### src/rtl/decision_pkg.sv
// Shared types and constants for the decision packer: arm encoding of the
// upstream priority select and the default hit-counter width.
package decision_pkg;

    // Arm of the nested priority select that produced a decision bit.
    typedef enum logic [1:0] {
        RULE_B       = 2'd0,
        RULE_CD      = 2'd1,
        RULE_EF      = 2'd2,
        RULE_DEFAULT = 2'd3
    } rule_e;

    localparam int NUM_RULES     = 4;
    localparam int HIT_W_DEFAULT = 16;

endpackage

### src/rtl/decision_fifo.sv
// Small in-order synchronous FIFO holding packed words together with their
// bit counts. The flags come straight from the registered occupancy count, so
// nothing on the read side feeds the full flag combinationally.
module decision_fifo #(
    parameter int WIDTH = 8,
    parameter int DEPTH = 2
) (
    input  logic             clk,
    input  logic             rst,
    input  logic             push,
    input  logic [WIDTH-1:0] push_data,
    input  logic             pop,
    output logic [WIDTH-1:0] pop_data,
    output logic             full,
    output logic             empty
);

    localparam int AW = (DEPTH > 1) ? $clog2(DEPTH) : 1;
    localparam int CW = $clog2(DEPTH + 1);

    logic [WIDTH-1:0] mem [DEPTH];
    logic [AW-1:0]    wr_ptr;
    logic [AW-1:0]    rd_ptr;
    logic [CW-1:0]    count;
    logic             do_push;
    logic             do_pop;

    assign full    = (count == CW'(DEPTH));
    assign empty   = (count == '0);
    assign do_push = push && !full;
    assign do_pop  = pop && !empty;

    // An empty FIFO presents zero so the output is clean after reset and drain.
    assign pop_data = empty ? '0 : mem[rd_ptr];

    // Pointer and occupancy bookkeeping; DEPTH is a power of two so the
    // pointers wrap naturally.
    always_ff @(posedge clk or posedge rst) begin
        if (rst) begin
            wr_ptr <= '0;
            rd_ptr <= '0;
            count  <= '0;
        end else begin
            if (do_push) wr_ptr <= wr_ptr + AW'(1);
            if (do_pop)  rd_ptr <= rd_ptr + AW'(1);
            count <= count + CW'(do_push) - CW'(do_pop);
        end
    end

    // Storage array, cleared on reset so no stale word survives it.
    always_ff @(posedge clk or posedge rst) begin
        if (rst) begin
            for (int i = 0; i < DEPTH; i++) mem[i] <= '0;
        end else if (do_push) begin
            mem[wr_ptr] <= push_data;
        end
    end

endmodule

### src/rtl/decision_packer.sv
// Packs decision bits from the nested priority select LSB-first into W-bit
// words, hands them out over valid/ready through a small FIFO, supports
// flushing partial words, and keeps saturating per-arm hit counters.
module decision_packer
    import decision_pkg::*;
#(
    parameter int W     = 8,
    parameter int DEPTH = 2,
    parameter int HIT_W = HIT_W_DEFAULT
) (
    input  logic                       clk,
    input  logic                       rst,
    input  logic                       in_valid,
    input  logic                       in_bit,
    input  logic [1:0]                 in_rule,
    output logic                       in_ready,
    input  logic                       flush,
    output logic                       out_valid,
    input  logic                       out_ready,
    output logic [W-1:0]               out_data,
    output logic [$clog2(W+1)-1:0]     out_count,
    output logic [NUM_RULES*HIT_W-1:0] hit_cnt
);

    localparam int CW = $clog2(W + 1);
    localparam int FW = CW + W;

    logic [W-1:0]     acc;
    logic [W-1:0]     acc_next;
    logic [CW-1:0]    acc_cnt;
    logic [CW-1:0]    cnt_next;
    logic             flush_pend;
    logic             flush_req;
    logic             flush_svc;
    logic             accept;
    logic             word_done;
    logic             push;
    logic             fifo_full;
    logic             fifo_empty;
    logic [FW-1:0]    fifo_rdata;
    logic [HIT_W-1:0] hits [NUM_RULES];
    rule_e            rule;

    // Increment that sticks at all-ones instead of wrapping.
    function automatic logic [HIT_W-1:0] sat_inc(input logic [HIT_W-1:0] v);
        return (&v) ? v : v + HIT_W'(1);
    endfunction

    assign rule      = rule_e'(in_rule);
    assign in_ready  = !fifo_full;
    assign accept    = in_valid && in_ready;
    assign flush_req = flush || flush_pend;
    // A flush can only complete when its word (if any) has somewhere to go.
    assign flush_svc = flush_req && !fifo_full;

    // Fold the incoming bit into the accumulator and decide whether a word
    // leaves this cycle; an accept that also completes a flush pushes once.
    always_comb begin
        acc_next = acc;
        cnt_next = acc_cnt;
        if (accept) begin
            for (int i = 0; i < W; i++) begin
                if (acc_cnt == CW'(i)) acc_next[i] = in_bit;
            end
            cnt_next = acc_cnt + CW'(1);
        end
        word_done = accept && (cnt_next == CW'(W));
        push      = word_done || (flush_svc && (cnt_next != '0));
    end

    // Accumulator state: cleared whenever its contents are pushed.
    always_ff @(posedge clk or posedge rst) begin
        if (rst) begin
            acc     <= '0;
            acc_cnt <= '0;
        end else if (push) begin
            acc     <= '0;
            acc_cnt <= '0;
        end else begin
            acc     <= acc_next;
            acc_cnt <= cnt_next;
        end
    end

    // Remember a flush request until the FIFO can take the partial word.
    always_ff @(posedge clk or posedge rst) begin
        if (rst) begin
            flush_pend <= 1'b0;
        end else if (flush_svc) begin
            flush_pend <= 1'b0;
        end else if (flush) begin
            flush_pend <= 1'b1;
        end
    end

    // Per-arm hit counters, bumped on every accepted decision.
    always_ff @(posedge clk or posedge rst) begin
        if (rst) begin
            for (int k = 0; k < NUM_RULES; k++) hits[k] <= '0;
        end else if (accept) begin
            hits[rule] <= sat_inc(hits[rule]);
        end
    end

    for (genvar k = 0; k < NUM_RULES; k++) begin : g_hit_flat
        assign hit_cnt[k*HIT_W +: HIT_W] = hits[k];
    end

    decision_fifo #(
        .WIDTH (FW),
        .DEPTH (DEPTH)
    ) u_fifo (
        .clk       (clk),
        .rst       (rst),
        .push      (push),
        .push_data ({cnt_next, acc_next}),
        .pop       (out_ready),
        .pop_data  (fifo_rdata),
        .full      (fifo_full),
        .empty     (fifo_empty)
    );

    assign out_valid            = !fifo_empty;
    assign {out_count, out_data} = fifo_rdata;

endmodule

### config.mk
export PLATFORM = sky130hd
export DESIGN_NAME = decision_packer
export DESIGN_NICKNAME = d
export VERILOG_FILES = /design/src/rtl/decision_pkg.sv /design/src/rtl/decision_fifo.sv /design/src/rtl/decision_packer.sv
export SDC_FILE = /design/constraint.sdc
export NUM_CORES = 1
export LEC_CHECK = 0
export CAP_MARGIN = 40
export CORE_ASPECT_RATIO = 2
export CORE_MARGIN = 3
export CORE_UTILIZATION = 50
export DETAILED_ROUTE_END_ITERATION = 7
export PLACE_DENSITY = 0.73
export SLEW_MARGIN = 0
export SYNTH_ARGS = -nofsm -noshare
export SYNTH_HDL_FRONTEND = slang
export SYNTH_SLANG_ARGS = --single-unit
### constraint.sdc
create_clock -name clk -period 9 [get_ports clk]
set_clock_uncertainty 0.15 [all_clocks]
set_input_delay 1.8 -clock clk [delete_from_list [all_inputs] [get_ports clk]]
set_output_delay 1.8 -clock clk [all_outputs]
set_load 0.02 [all_outputs]
## Word level (Yosys, flattened, before mapping)

Cells that the tools add are included.

| storage, ports and cells | value |
|---|---|
| flip-flop bits (word level) | 105 |
| input port bits | 8 |
| output and inout bits | 78 |

| cells by class | value |
|---|---|
| add/subtract/negate cells | 6 |
| bitwise gates (word level) | 3 |
| mux-type cells | 28 |
| reductions and logical operators | 17 |
| equal/unequal tests | 9 |
| magnitude comparators | 5 |

Operators by type and width:

| kind | number |
|---|---|
| $bwmux W64 | 1 |
| $mux W16 | 4 |
| $mux W12 | 5 |
| $bmux W16 S2 | 1 |
| $demux W16 S2 | 1 |
| $bwmux W24 | 1 |
| $add A16 B1 Y16 const B | 1 |
| $eq A4 B3 Y1 const B | 4 |
| $mux W8 | 2 |
| $reduce_and A16 Y1 | 1 |
| $demux W12 S1 | 1 |
| $mux W1 | 10 |
| $eq A4 B2 Y1 const B | 2 |
| $logic_and A1 B1 Y1 | 8 |
| $mux W4 | 2 |
| $add A4 B1 Y4 const B | 1 |
| $eq A4 B1 Y1 const B | 1 |
| $eq A4 B4 Y1 const B | 1 |
| $ge A2 B2 Y1 const B | 2 |
| $logic_not A4 Y1 | 1 |
| $not A1 Y2 | 2 |
| $reduce_bool A4 Y1 | 1 |
| $ge A3 B3 Y1 const B | 1 |
| $lt A3 B1 Y1 const B | 1 |
| other kinds (10) | 13 |

## Logic depth before layout (Yosys ltp)

Gate-level depths: netlist of the first run.

| depth | value |
|---|---|
| word-level depth | 10 |
| depth in mapped cells | 8 |

## Hierarchy

Synthesis of the first run repeated with hierarchy kept, for this count alone.

| second synthesis, totals | value |
|---|---|
| cell total of the unflattened synthesis | 492 |
| area, all modules | 5351.4 µm² |

Modules (own cells, without submodules):

| module | sequential area each (µm²) | times used | area each (µm²) | cells an instance |
|---|---|---|---|---|
| decision_packer | 1926.8 | 1 | 4023.9 | 396 |
| decision_fifo | 700.7 | 1 | 1327.5 | 96 |

## Worst setup path after synthesis of the first run

No wires, ideal clock.

| timing | value |
|---|---|
| kind | input-to-reg |
| start | input in_rule[1] |
| end | register hits, in the netlist hit_cnt[62] |
| data required time | 8.725 ns |
| path buffers | 1 |
| data arrival time | 3.600 ns |
| stages on the path | 7 |
| setup slack | 5.125 ns |
| cells stage by stage | buf_2 mux4_2 ha_1 nand4_4 nor4b_2 mux2_2 mux2_2 |

| on the way | value |
|---|---|
| longest elaborated chain between the ends | 7 |
| elaborated cells between the ends (all ways) | 13 |

RTL lines:

| item | RTL line | text |
|---|---|---|
| from (decl) | decision_packer.sv:15 | `input logic [1:0] in_rule,` |
| $not A2 Y3 (implied by the code) * | decision_packer.sv:101 | `hits[rule] <= sat_inc(hits[rule]);` |
| $bmux W16 S2 | decision_packer.sv:101 |  |
| $mux W16 (implied by the code) (2 in series) | decision_packer.sv:101 |  |
| $add A16 B1 Y16 or $reduce_and A16 Y1 (tied branches) | decision_packer.sv:46 | `return (&v) ? v : v + HIT_W'(1);` |
| $mux W16 | decision_packer.sv:46 |  |
| $bwmux W64 * | decision_packer.sv:101 |  |
| to (signal, indexed assignment) | decision_packer.sv:101 |  |
| to (decl) | decision_packer.sv:41 | `logic [HIT_W-1:0] hits [NUM_RULES];` |

Every way passes the cells marked *; elsewhere a longest branch is shown, timed or not. The select of a mux whose other input is x is not followed.
A chain may end at the register's enable or synchronous reset.

## Final worst setup path of the first run

| timing | value |
|---|---|
| start | input in_rule[1] |
| end | register hits, in the netlist hit_cnt[13] |

Same word-level chain as after synthesis.

==> Flow_metrics.wiki, run 1 <==
{| class="wikitable"
! Metric !! Value
|-
| Post-synthesis instance total || approximately 470
|-
| Buffers from clock root to sink, at most || 2
|-
| Worst max-slew margin expressed relative to the limit || 44.5%
|-
| Cts bufs inserted || 9
|-
| Highest achievable clock rate || 0.219 GHz
|-
| Kind of start point of the critical path || input pin
|-
| Post-placement cell count || roughly 670
|-
| Final critical-path required period || 4570 ps
|-
| Yosys synthesis warning count || 0
|-
| Cell type contributing the most total cell area after synthesis || sky130_fd_sc_hd__dfrtp_1
|-
| Part of the cycle the worst path needs || about 50%
|-
| Area fraction in and, or, nand and nor cells after synthesis || 15.0%
|-
| Number of vias after detailed routing || around 4.0k
|-
| # Post-CTS Setup Buffers || 0
|-
| EDFF count, synth || 0
|-
| Initial core utilization || between 50 and 60%
|-
| Placed wire-length estimate after detailed placement || about 10 mm
|-
| DRT Pass-1 Iters || 4
|-
| Number of distinct library cell variants in the gate-level netlist after synthesis || 60
|-
| Cell types with the largest area share after synthesis || sky130_fd_sc_hd__dfrtp_1 (48%), sky130_fd_sc_hd__mux2_2 (12%), sky130_fd_sc_hd__mux4_2 (5.7%)
|-
| Finished Core Util || between 60% and 70%
|-
| Number of antenna cells inserted || 0
|-
| Top flip-flop cell by instance count after synthesis || sky130_fd_sc_hd__dfrtp_1
|-
| Multi-input gate area || around 2700 sq um
|-
| Share of synthesized flip-flops with an asynchronous set or reset || 100%
|-
| Worst reg2reg setup slack || roughly 6400 ps
|-
| Root Buffer || sky130_fd_sc_hd__clkbuf_16
|-
| Net count after synthesis || 480
|-
| Detailed-route wire length per cell || ~19 microns
|-
| Number of filler instances in the final layout || 871
|-
| Number of hold violations in the final report || 0
|-
| Cell Count, Final, Fillers Out || 688
|-
| Fraction of the mapped netlist area in compound gates || ~8%
|-
| Detailed router's first-iteration violation count || between 200 and 250
|-
| Fraction of the yosys area taken by sequential cells || 47.7%
|-
| Critical path data required time || a little over 9000 ps
|-
| XOR/XNOR Fraction of Synth Area || about 2.4%
|-
| Nature of the critical path endpoint || register
|-
| Final-report max-slew violation count || 0
|-
| Storage element area || around 2600 sq um
|-
| Synthesized cell area || ~5500 sq um
|-
| Cell with the most instances after synthesis || sky130_fd_sc_hd__dfrtp_1
|-
| Die Height || 154 microns
|-
| Vias per cell || just under 6
|-
| # IOs || 86
|-
| Power per cell area || approximately 250 nW/um^2
|-
| Cell leakage power || between 3 and 4 nW
|-
| Status || finished clean
|-
| Combinational family with the most area after synthesis || multiplexers
|-
| Critical-path maximum fanout || 22
|-
| Most used standard cells in the synthesized netlist || sky130_fd_sc_hd__dfrtp_1 (105), sky130_fd_sc_hd__mux2_2 (60), sky130_fd_sc_hd__nand2_1 (51)
|-
| Antenna violation net count after detailed routing || 0
|-
| Adder and majority cell fraction of the synthesized area || 1.36%
|-
| Number of DRC violations after detailed routing || 0
|-
| Setup repair after global routing missed its margin || no
|-
| Mean area per synthesized cell || between 10 and 15 sq um
|-
| Via count of the first global-routing pass || around 4.3k
|-
| Placer congestion estimate || slightly below 0.9
|-
| Later-pin clock latency in the skew report || 350 ps
|-
| Port Buf Inserts || between 80 and 90
|-
| Wire length of the first global-routing pass || 21.5 mm
|-
| Total global-route track usage || between 20 and 25%
|-
| Largest net degree at the start of global routing || 67
|-
| Clk pin slew, worst setup/hold paths || 70 ps
|-
| Multiplexer fraction of the synthesized cell area || 22.1%
|-
| Portion of synthesized cell area occupied by the leading cell type || a little under half
|-
| Post-cts gate resize count || 0
|-
| Antenna violations before repair || 0
|-
| Final-layout setup total negative slack || 0 ps
|-
| Syn-to-layout area delta || 23.2%
|-
| Deepest level of the CTS H-tree || 3
|-
| Maximum Capacitance Violations || 0
|-
| Crit Path Class || in2reg
|-
| Std-Cell Core Area || around 11000 sq um
|-
| Number of rows in the core area || 53
|-
| Die area || around 12000 sq um
|-
| Sinks on the clock net || ~110
|-
| Share of post-route cells with drive strength above 1 || a little over a fifth
|-
| Die W || about 80 microns
|-
| Nets || between 500 and 600
|-
| Worst vdd rail ir drop || ~0.18 mV
|-
| CTS hold repair buffers || 0
|-
| Final Routed Wirelength || 13.4 mm
|-
| Post-synthesis sequential element count || between 100 and 150
|-
| Total setup violations reported at the end of the flow || 0
|-
| Clock tree from TritonCTS || done
|-
| Worst hold path type || reg2reg
|-
| Final global-route overflow total || 0
|-
| Slew at the pin closest to its max-slew limit || 822 ps
|-
| Data arrival at the endpoint of the critical path || roughly 4700 ps
|}
worst max-delay path, cell delays in order:
cell and delay (ps):
sky130_fd_sc_hd__clkdlybuf4s50_1 460, sky130_fd_sc_hd__buf_4 350, sky130_fd_sc_hd__mux4_1 520, sky130_fd_sc_hd__nand4_2 410, sky130_fd_sc_hd__nor4_1 420, sky130_fd_sc_hd__mux2_2 420
sky130_fd_sc_hd__mux2_2 270
sequential cells by signal (all words and copies together), names as in the netlist:
name	count
acc	8
acc_cnt	4
flush_pend	1
hit_cnt	64
u_fifo.count	2
u_fifo.mem	24
u_fifo.rd_ptr	1
u_fifo.wr_ptr	1
metrics by stage:
stage	worst slack (ps)	power [mW]	area [sq um]	hold slack, ps
after CTS	4450	1.70	6780	355
after detailed placement	4100	1.31	6490	340
final	4430	1.69	6780	349
after floorplan	4290	1.06	5500	329
after global placement	4170	1.28	6430	335
after global routing	4290	1.78	6780	376
area by class of cell:
type / count / share of cell area, %
repair buffers: 96 / 14.2
well taps: 137 / 2.53
clock inverters: 7 / 1.03
flip-flops and latches: 105 / 38.7
inverters: 12 / 0.701
clock buffers: 9 / 3.32
multi-input cells: 322 / 39.5
logic make-up after synthesis:
kind of cell | after synthesis
flip-flops | 105
AND/OR/NAND/NOR | 146
buffers and inverters | 39
XOR/XNOR | 14
multiplexers | 93
AO/OA/AOI/OAI | 63
adder cells (fa/ha/maj) | 6
cell usage in the layout (no fill, tap or decap), types with 3 or more instances in the layout:
cell and instances:
sky130_fd_sc_hd__clkinv_2 3, sky130_fd_sc_hd__nor3_1 6, sky130_fd_sc_hd__mux2i_1 17, sky130_fd_sc_hd__ha_1 6, sky130_fd_sc_hd__buf_4 8, sky130_fd_sc_hd__o21ai_1 6, sky130_fd_sc_hd__nor2b_1 10, sky130_fd_sc_hd__clkbuf_16 9
sky130_fd_sc_hd__inv_1 10, sky130_fd_sc_hd__nand4_1 3, sky130_fd_sc_hd__a21oi_1 5, sky130_fd_sc_hd__nor4_1 9, sky130_fd_sc_hd__xor2_1 6, sky130_fd_sc_hd__dfrtp_1 105, sky130_fd_sc_hd__nand2b_1 5, sky130_fd_sc_hd__o21ai_0 22
sky130_fd_sc_hd__nand2_1 51, sky130_fd_sc_hd__o31a_1 5, sky130_fd_sc_hd__mux4_2 14, sky130_fd_sc_hd__a22oi_1 11, sky130_fd_sc_hd__nand3_1 5, sky130_fd_sc_hd__xnor2_1 7, sky130_fd_sc_hd__nor2_1 24, sky130_fd_sc_hd__mux2_2 60
sky130_fd_sc_hd__clkdlybuf4s50_1 85, sky130_fd_sc_hd__and3_1 6, sky130_fd_sc_hd__and2_1 4
routing by layer:
layer / track usage, % / vias up / wire length (microns)
met5: 0 / - / 0
met4: 10.9 / 0 / 532
met3: 3.44 / 37 / 483
met2: 43.8 / 116 / 7840
met1: 22.8 / 1986 / 4560
li1: - / 1850 / -
worst paths after layout:
check | from | end | cells after the start
max in group asynchronous | rst | u_fifo.mem[16] | 4
max | in_rule[1] | hit_cnt[13] | 7
min reg2reg | hit_cnt[60] | hit_cnt[60] | 2
max reg2reg | hit_cnt[41] | hit_cnt[13] | 5
min in group asynchronous | rst | hit_cnt[18] | 2
min | hit_cnt[60] | hit_cnt[60] | 2
power breakdown:
part / leakage [nW] / switching, mW / internal (mW)
clock: 0.146 / 0.176 / 0.216
combinational: 1.45 / 0.348 / 0.299
sequential: 1.41 / 0.0818 / 0.566
(Power assumes the default switching activity.)
==> inputs of run 2 (changes only) <==
- CORE_UTILIZATION: 50 -> 49
- PLACE_DENSITY: 0.73 -> 0.75
- clock period: 9 -> 4 ns (I/O delays scaled with it)
==> Flow_metrics.wiki, run 2 (synthesis gave the netlist of run 1 again) <==
{| class="wikitable"
! Metric !! Value
|-
| Status || finished clean (unchanged)
|-
| Part of the cycle the worst path needs || between 80 and 90%
|-
| Crit Path Class || in2reg (unchanged)
|-
| Flip-flop count of the largest register after layout || 64 (unchanged)
|-
| Via count of the first global-routing pass || 4272 (was 4328)
|-
| Pre-CTS WS || 345 ps (was 4100 ps)
|-
| Commonest non-fill, non-tap cells in the layout || sky130_fd_sc_hd__dfrtp_1 (105), sky130_fd_sc_hd__clkdlybuf4s50_1 (85), sky130_fd_sc_hd__mux2_2 (60) (unchanged)
|-
| Clock tree from TritonCTS || done (unchanged)
|-
| Critical-path maximum fanout || 22 (unchanged)
|-
| Cell leakage power || 3.03 nW (was 3.01 nW)
|-
| Worst path max stage delay || 580 ps (was 520 ps)
|-
| Antenna violations before repair || 0 (unchanged)
|-
| Clk pin slew, worst setup/hold paths || 70 ps (about the same)
|-
| Detailed router's first-iteration violation count || 202 (was 208)
|-
| # Post-CTS Setup Buffers || 0 (unchanged)
|-
| Nets || 565 (was 560)
|-
| Hold slack final || 358 ps (was 349 ps)
|-
| Number of antenna cells inserted || 0 (unchanged)
|-
| # IOs || 86 (unchanged)
|-
| Final critical-path required period || 3290 ps
|-
| Cell Count, Final, Fillers Out || 696 (was 688)
|-
| Power per cell area || 559 nW/um^2 (was 249 nW/um^2)
|-
| Kind of start point of the critical path || input pin (unchanged)
|-
| Largest net degree at the start of global routing || 58 (was 67)
|-
| Detailed-route wire length per cell || 19.7 microns (was 19.5 microns)
|-
| Die W || 80.9 microns (was 80.2 microns)
|-
| Worst Setup Slack, final || 715 ps (was 4430 ps)
|-
| Highest achievable clock rate || between 0.3 and 0.4 GHz
|-
| Final global-route overflow total || 0 (unchanged)
|-
| Die Height || 156 microns (was 154 microns)
|-
| Finished Core Util || 62.4% (was 63.9%)
|-
| CTS hold repair buffers || 0 (unchanged)
|-
| Antenna violation net count after detailed routing || 0 (unchanged)
|-
| Initial core utilization || 50.3% (was 51.9%)
|-
| Data arrival at the endpoint of the critical path || 3370 ps (was 4660 ps)
|-
| Number of DRC violations after detailed routing || 0 (unchanged)
|-
| Post-placement cell count || 680 (was 672)
|-
| Number of hold violations in the final report || 0 (unchanged)
|-
| Worst vdd rail ir drop || 0.366 mV (was 0.175 mV)
|-
| Worst hold path type || reg2reg (unchanged)
|-
| Placed wire-length estimate after detailed placement || 10.2 mm (was 10.0 mm)
|-
| DRT Pass-1 Iters || 5 (was 4)
|-
| Setup repair after global routing missed its margin || no (unchanged)
|-
| Number of vias after detailed routing || 4007 (was 3989)
|-
| Number of rows in the core area || 54 (was 53)
|-
| Maximum Capacitance Violations || 0 (unchanged)
|-
| Final Routed Wirelength || 13.7 mm (was 13.4 mm)
|-
| Die area || 12600 sq um (was 12400 sq um)
|-
| Final-layout setup total negative slack || 0 ps (unchanged)
|-
| Cell type of the slowest stage on the worst timing path || sky130_fd_sc_hd__mux4_2 (was sky130_fd_sc_hd__mux4_1)
|-
| Slew at the pin closest to its max-slew limit || 774 ps (was 822 ps)
|-
| Critical path data required time || 4090 ps (was 9090 ps)
|-
| Nature of the critical path endpoint || register (unchanged)
|-
| Cts bufs inserted || 9 (unchanged)
|-
| Post-cts gate resize count || 0 (unchanged)
|-
| Total setup violations reported at the end of the flow || 0 (unchanged)
|-
| Most common library cell in the layout ignoring fill and taps || sky130_fd_sc_hd__dfrtp_1 (unchanged)
|-
| Wire length of the first global-routing pass || 21.9 mm (was 21.5 mm)
|-
| Area post-placement || 6540 sq um (was 6490 sq um)
|-
| Sinks on the clock net || 105 (unchanged)
|-
| Final-report max-slew violation count || 0 (unchanged)
|-
| Root Buffer || sky130_fd_sc_hd__clkbuf_16 (unchanged)
|-
| Buffers from clock root to sink, at most || 2 (unchanged)
|-
| Port Buf Inserts || 85 (unchanged)
|-
| Total global-route track usage || 23.0% (was 22.8%)
|-
| Placer congestion estimate || 0.901 (was 0.868)
|-
| Later-pin clock latency in the skew report || 350 ps (about the same)
|-
| Std-Cell Core Area || 10900 sq um (was 10600 sq um)
|-
| Vias per cell || 5.76 (was 5.80)
|-
| Syn-to-layout area delta || 24.2% (was 23.2%)
|-
| Worst max-slew margin expressed relative to the limit || 48.4% (was 44.5%)
|-
| Ordered list of cells on the worst path || clkdlybuf4s50_1 -> buf_12 -> mux4_2 -> ha_1 -> nand4_4 -> nor3_2 -> o32a_1 -> mux2_2 (was clkdlybuf4s50_1 -> buf_4 -> mux4_1 -> nand4_2 -> nor4_1 -> mux2_2 -> mux2_2)
|-
| Deepest level of the CTS H-tree || 3 (unchanged)
|-
| Share of post-route cells with drive strength above 1 || 22.5% (was 22.0%)
|-
| Post-route cell area || 6840 sq um (was 6780 sq um)
|-
| Total power consumption of the routed design || 3.82 mW (was 1.69 mW)
|}
run 2: cell types whose count changed in the layout (fill, tap and decap cells not counted), sizes merged:
cell / delta
buf: +5
clkinv: -2
clkinvlp: +1
clkbuf: +1
run 2: final timing paths:
| path | end | from | cells after the start | slack (ps) |
|---|---|---|---|---|
| max | hit_cnt[27] | in_rule[0] | 8 | 710 |
| max in group asynchronous | hit_cnt[46] | rst | 3 | 2190 |
| max reg2reg | u_fifo.mem[20] | acc_cnt[0] | 7 | 1280 |
| min reg2reg | u_fifo.mem[21] | u_fifo.mem[21] | 1 | 360 |
| min in group asynchronous | hit_cnt[50] | rst | 2 | 770 |
| min | u_fifo.mem[21] | u_fifo.mem[21] | 1 | 360 |
run 2: layout make-up:
| type | instances | area, sq um |
|---|---|---|
| clock buffers | 10 | 229 |
| fillers | 897 | 4110 |
| well taps | 140 | 175 |
| inverters | 12 | 47.5 |
| multi-input cells | 322 | 2680 |
| flip-flops and latches | 105 | 2630 |
| clock inverters | 6 | 67.6 |
| repair buffers | 101 | 1010 |
run 2: layer usage:
metal	share of wire, %	GRT usage (%)	up-vias
met1	34	23.5	2009
met5	0	0	-
met3	2.7	2.89	31
li1	-	-	1859
met4	4.0	11.5	0
met2	59	43.9	108
run 2: where the power goes:
group	leakage, nW	internal (mW)	switching [mW]
clock network	0.139	0.488	0.397
logic	1.48	0.679	0.789
registers	1.41	1.27	0.191
total	3.03	2.44	1.38
run 2: critical path, delay by kind of cell:
kind / cells / cell delay (ps)
adder cells (fa/ha/maj): 1 / 300
buffers and inverters: 2 / 700
multiplexers: 2 / 860
AND/OR/NAND/NOR: 2 / 310
AO/OA/AOI/OAI: 1 / 390
==> inputs of run 3 (changes only) <==
- clock period: 4 -> 2.8 ns (I/O delays scaled with it)
==> Flow_metrics.wiki, run 3 (synthesis gave the netlist of run 1 again) <==
{| class="wikitable"
! Metric !! Value
|-
| Hold slack final || 362 ps (was 358 ps)
|-
| Cell Count, Final, Fillers Out || 740 (was 696)
|-
| Clk pin slew, worst setup/hold paths || 70 ps (about the same)
|-
| Number of rows in the core area || 54 (unchanged)
|-
| Cell leakage power || 3.27 nW (was 3.03 nW)
|-
| Status || finished clean (unchanged)
|-
| Power per cell area || 815 nW/um^2 (was 559 nW/um^2)
|-
| Critical path data required time || 2880 ps (was 4090 ps)
|-
| Post-placement cell count || 725 (was 680)
|-
| Number of DRC violations after detailed routing || 0 (unchanged)
|-
| Clock tree from TritonCTS || done (unchanged)
|-
| Number of vias after detailed routing || 4213 (was 4007)
|-
| Initial core utilization || 50.3% (unchanged)
|-
| Worst Setup Slack, final || 111 ps (was 715 ps)
|-
| Highest achievable clock rate || between 0.3 and 0.4 GHz
|-
| Share of post-route cells with drive strength above 1 || 28.5% (was 22.5%)
|-
| Crit Path Class || in2reg (unchanged)
|-
| Number of hold violations in the final report || 0 (unchanged)
|-
| Root Buffer || sky130_fd_sc_hd__clkbuf_16 (unchanged)
|-
| Port Buf Inserts || 85 (unchanged)
|-
| Deepest level of the CTS H-tree || 3 (unchanged)
|-
| Nature of the critical path endpoint || register (unchanged)
|-
| Commonest non-fill, non-tap cells in the layout || sky130_fd_sc_hd__dfrtp_1 (105), sky130_fd_sc_hd__clkdlybuf4s50_1 (83), sky130_fd_sc_hd__mux2_2 (60) (was sky130_fd_sc_hd__dfrtp_1 (105), sky130_fd_sc_hd__clkdlybuf4s50_1 (85), sky130_fd_sc_hd__mux2_2 (60))
|-
| # Post-CTS Setup Buffers || 0 (unchanged)
|-
| Die Height || 156 microns (unchanged)
|-
| Data arrival at the endpoint of the critical path || 2770 ps (was 3370 ps)
|-
| Antenna violation net count after detailed routing || 0 (unchanged)
|-
| Nets || 610 (was 565)
|-
| Syn-to-layout area delta || 31.6% (was 24.2%)
|-
| Slew at the pin closest to its max-slew limit || 630 ps (was 774 ps)
|-
| Worst vdd rail ir drop || 0.610 mV (was 0.366 mV)
|-
| Detailed router's first-iteration violation count || 223 (was 202)
|-
| Pre-CTS WS || -584 ps (was 345 ps)
|-
| Kind of start point of the critical path || input pin (unchanged)
|-
| Maximum Capacitance Violations || 0 (unchanged)
|-
| Placer congestion estimate || 0.953 (was 0.901)
|-
| Critical-path maximum fanout || 7 (was 22)
|-
| Vias per cell || 5.69 (was 5.76)
|-
| Worst hold path type || in2async (was reg2reg)
|-
| Die area || 12600 sq um (unchanged)
|-
| Number of filler instances in the final layout || 855 (was 897)
|-
| Total global-route track usage || 23.9% (was 23.0%)
|-
| DRT Pass-1 Iters || 4 (was 5)
|-
| Die W || 80.9 microns (unchanged)
|-
| Detailed-route wire length per cell || 19.1 microns (was 19.7 microns)
|-
| Via count of the first global-routing pass || 4611 (was 4272)
|-
| # IOs || 86 (unchanged)
|-
| Buffers from clock root to sink, at most || 2 (unchanged)
|-
| Worst max-slew margin expressed relative to the limit || 57.6% (was 48.4%)
|-
| Final global-route overflow total || 0 (unchanged)
|-
| CTS hold repair buffers || 0 (unchanged)
|-
| Sinks on the clock net || 105 (unchanged)
|-
| Most common library cell in the layout ignoring fill and taps || sky130_fd_sc_hd__dfrtp_1 (unchanged)
|-
| Cts bufs inserted || 9 (unchanged)
|-
| Largest net degree at the start of global routing || 95 (was 58)
|-
| Later-pin clock latency in the skew report || 350 ps (about the same)
|-
| Antenna violations before repair || 0 (unchanged)
|-
| Std-Cell Core Area || 10900 sq um (unchanged)
|-
| Wire length of the first global-routing pass || 22.8 mm (was 21.9 mm)
|-
| Final Routed Wirelength || 14.1 mm (was 13.7 mm)
|-
| Total setup violations reported at the end of the flow || 0 (unchanged)
|-
| Finished Core Util || 66.2% (was 62.4%)
|-
| Placed wire-length estimate after detailed placement || 10.8 mm (was 10.2 mm)
|-
| Part of the cycle the worst path needs || between 90% and 100%
|-
| Flip-flop count of the largest register after layout || 64 (unchanged)
|-
| Final critical-path required period || 2690 ps
|-
| Number of antenna cells inserted || 0 (unchanged)
|-
| Final-report max-slew violation count || 0 (unchanged)
|}
run 3: cell types whose count changed in the layout (fill, tap and decap cells not counted), sizes merged:
cell           delta
buf              +45
bufinv            +3
clkdlybuf4s50     -2
clkinv            -2
inv               -2
clkbuf            +1
clkdlybuf4s15     +1
run 3: through the flow:
step	setup TNS, ps	cell area (sq um)	power [mW]
after detailed placement	-28270	6870	4.40
after global routing	-10.7	7240	6.20
after global placement	-25110	6870	4.31
final	0	7240	5.90
after CTS	0	7230	5.93
after floorplan	0	5510	3.40
run 3: what timing repair did:
item / CTS / global route
resized for setup: 2 / 5
pin swaps: 1 / 0
endpoints found under the setup margin: 56 / 12
run 3: final timing paths:
| check | from | end | slack, ps | cells after the start |
|---|---|---|---|---|
| worst max-delay path | in_rule[0] | hit_cnt[10] | 110 | 10 |
| worst min-delay path | rst | u_fifo.mem[11] | 360 | 2 |
| worst max register to register | hit_cnt[49] | hit_cnt[10] | 340 | 8 |
| worst min register to register | u_fifo.mem[2] | u_fifo.mem[2] | 360 | 1 |
| max in group asynchronous | rst | hit_cnt[55] | 1360 | 3 |
| min in group clk | u_fifo.mem[2] | u_fifo.mem[2] | 360 | 1 |
run 3: power breakdown:
part           leakage, nW  total, mW  switching, mW  internal, mW
registers             1.41       2.04          0.223          1.82
logic                 1.69       2.32           1.22          1.10
clock network        0.175       1.53          0.549         0.984
total                 3.27       5.90           2.00          3.90
run 3: final cells by class:
cell class | instances | area (sq um) | area share (%)
Inverter | 12 | 48.8 | 0.674
Multi-Input combinational cell | 322 | 2690 | 37.2
Tap cell | 140 | 175 | 2.42
Clock buffer | 10 | 239 | 3.30
Clock inverter | 5 | 128 | 1.76
Sequential cell | 105 | 2630 | 36.3
Timing Repair Buffer | 146 | 1330 | 18.4
run 3: layer usage:
metal / vias to the layer above / track usage [%] / wire length [microns]
met1: 2110 / 23.4 / 4720
li1: 1947 / - / -
met4: 0 / 14.6 / 663
met3: 43 / 2.95 / 364
met5: - / 0 / 0
met2: 113 / 45.5 / 8380
run 3: critical path: stages:
cell and delay, ps:
sky130_fd_sc_hd__clkdlybuf4s15_1 330, sky130_fd_sc_hd__buf_6 200, sky130_fd_sc_hd__buf_4 130, sky130_fd_sc_hd__mux4_2 530
sky130_fd_sc_hd__nand3_2 180, sky130_fd_sc_hd__buf_4 150, sky130_fd_sc_hd__o2111ai_1 120, sky130_fd_sc_hd__xor2_1 280
sky130_fd_sc_hd__buf_4 170, sky130_fd_sc_hd__o21ai_0 80
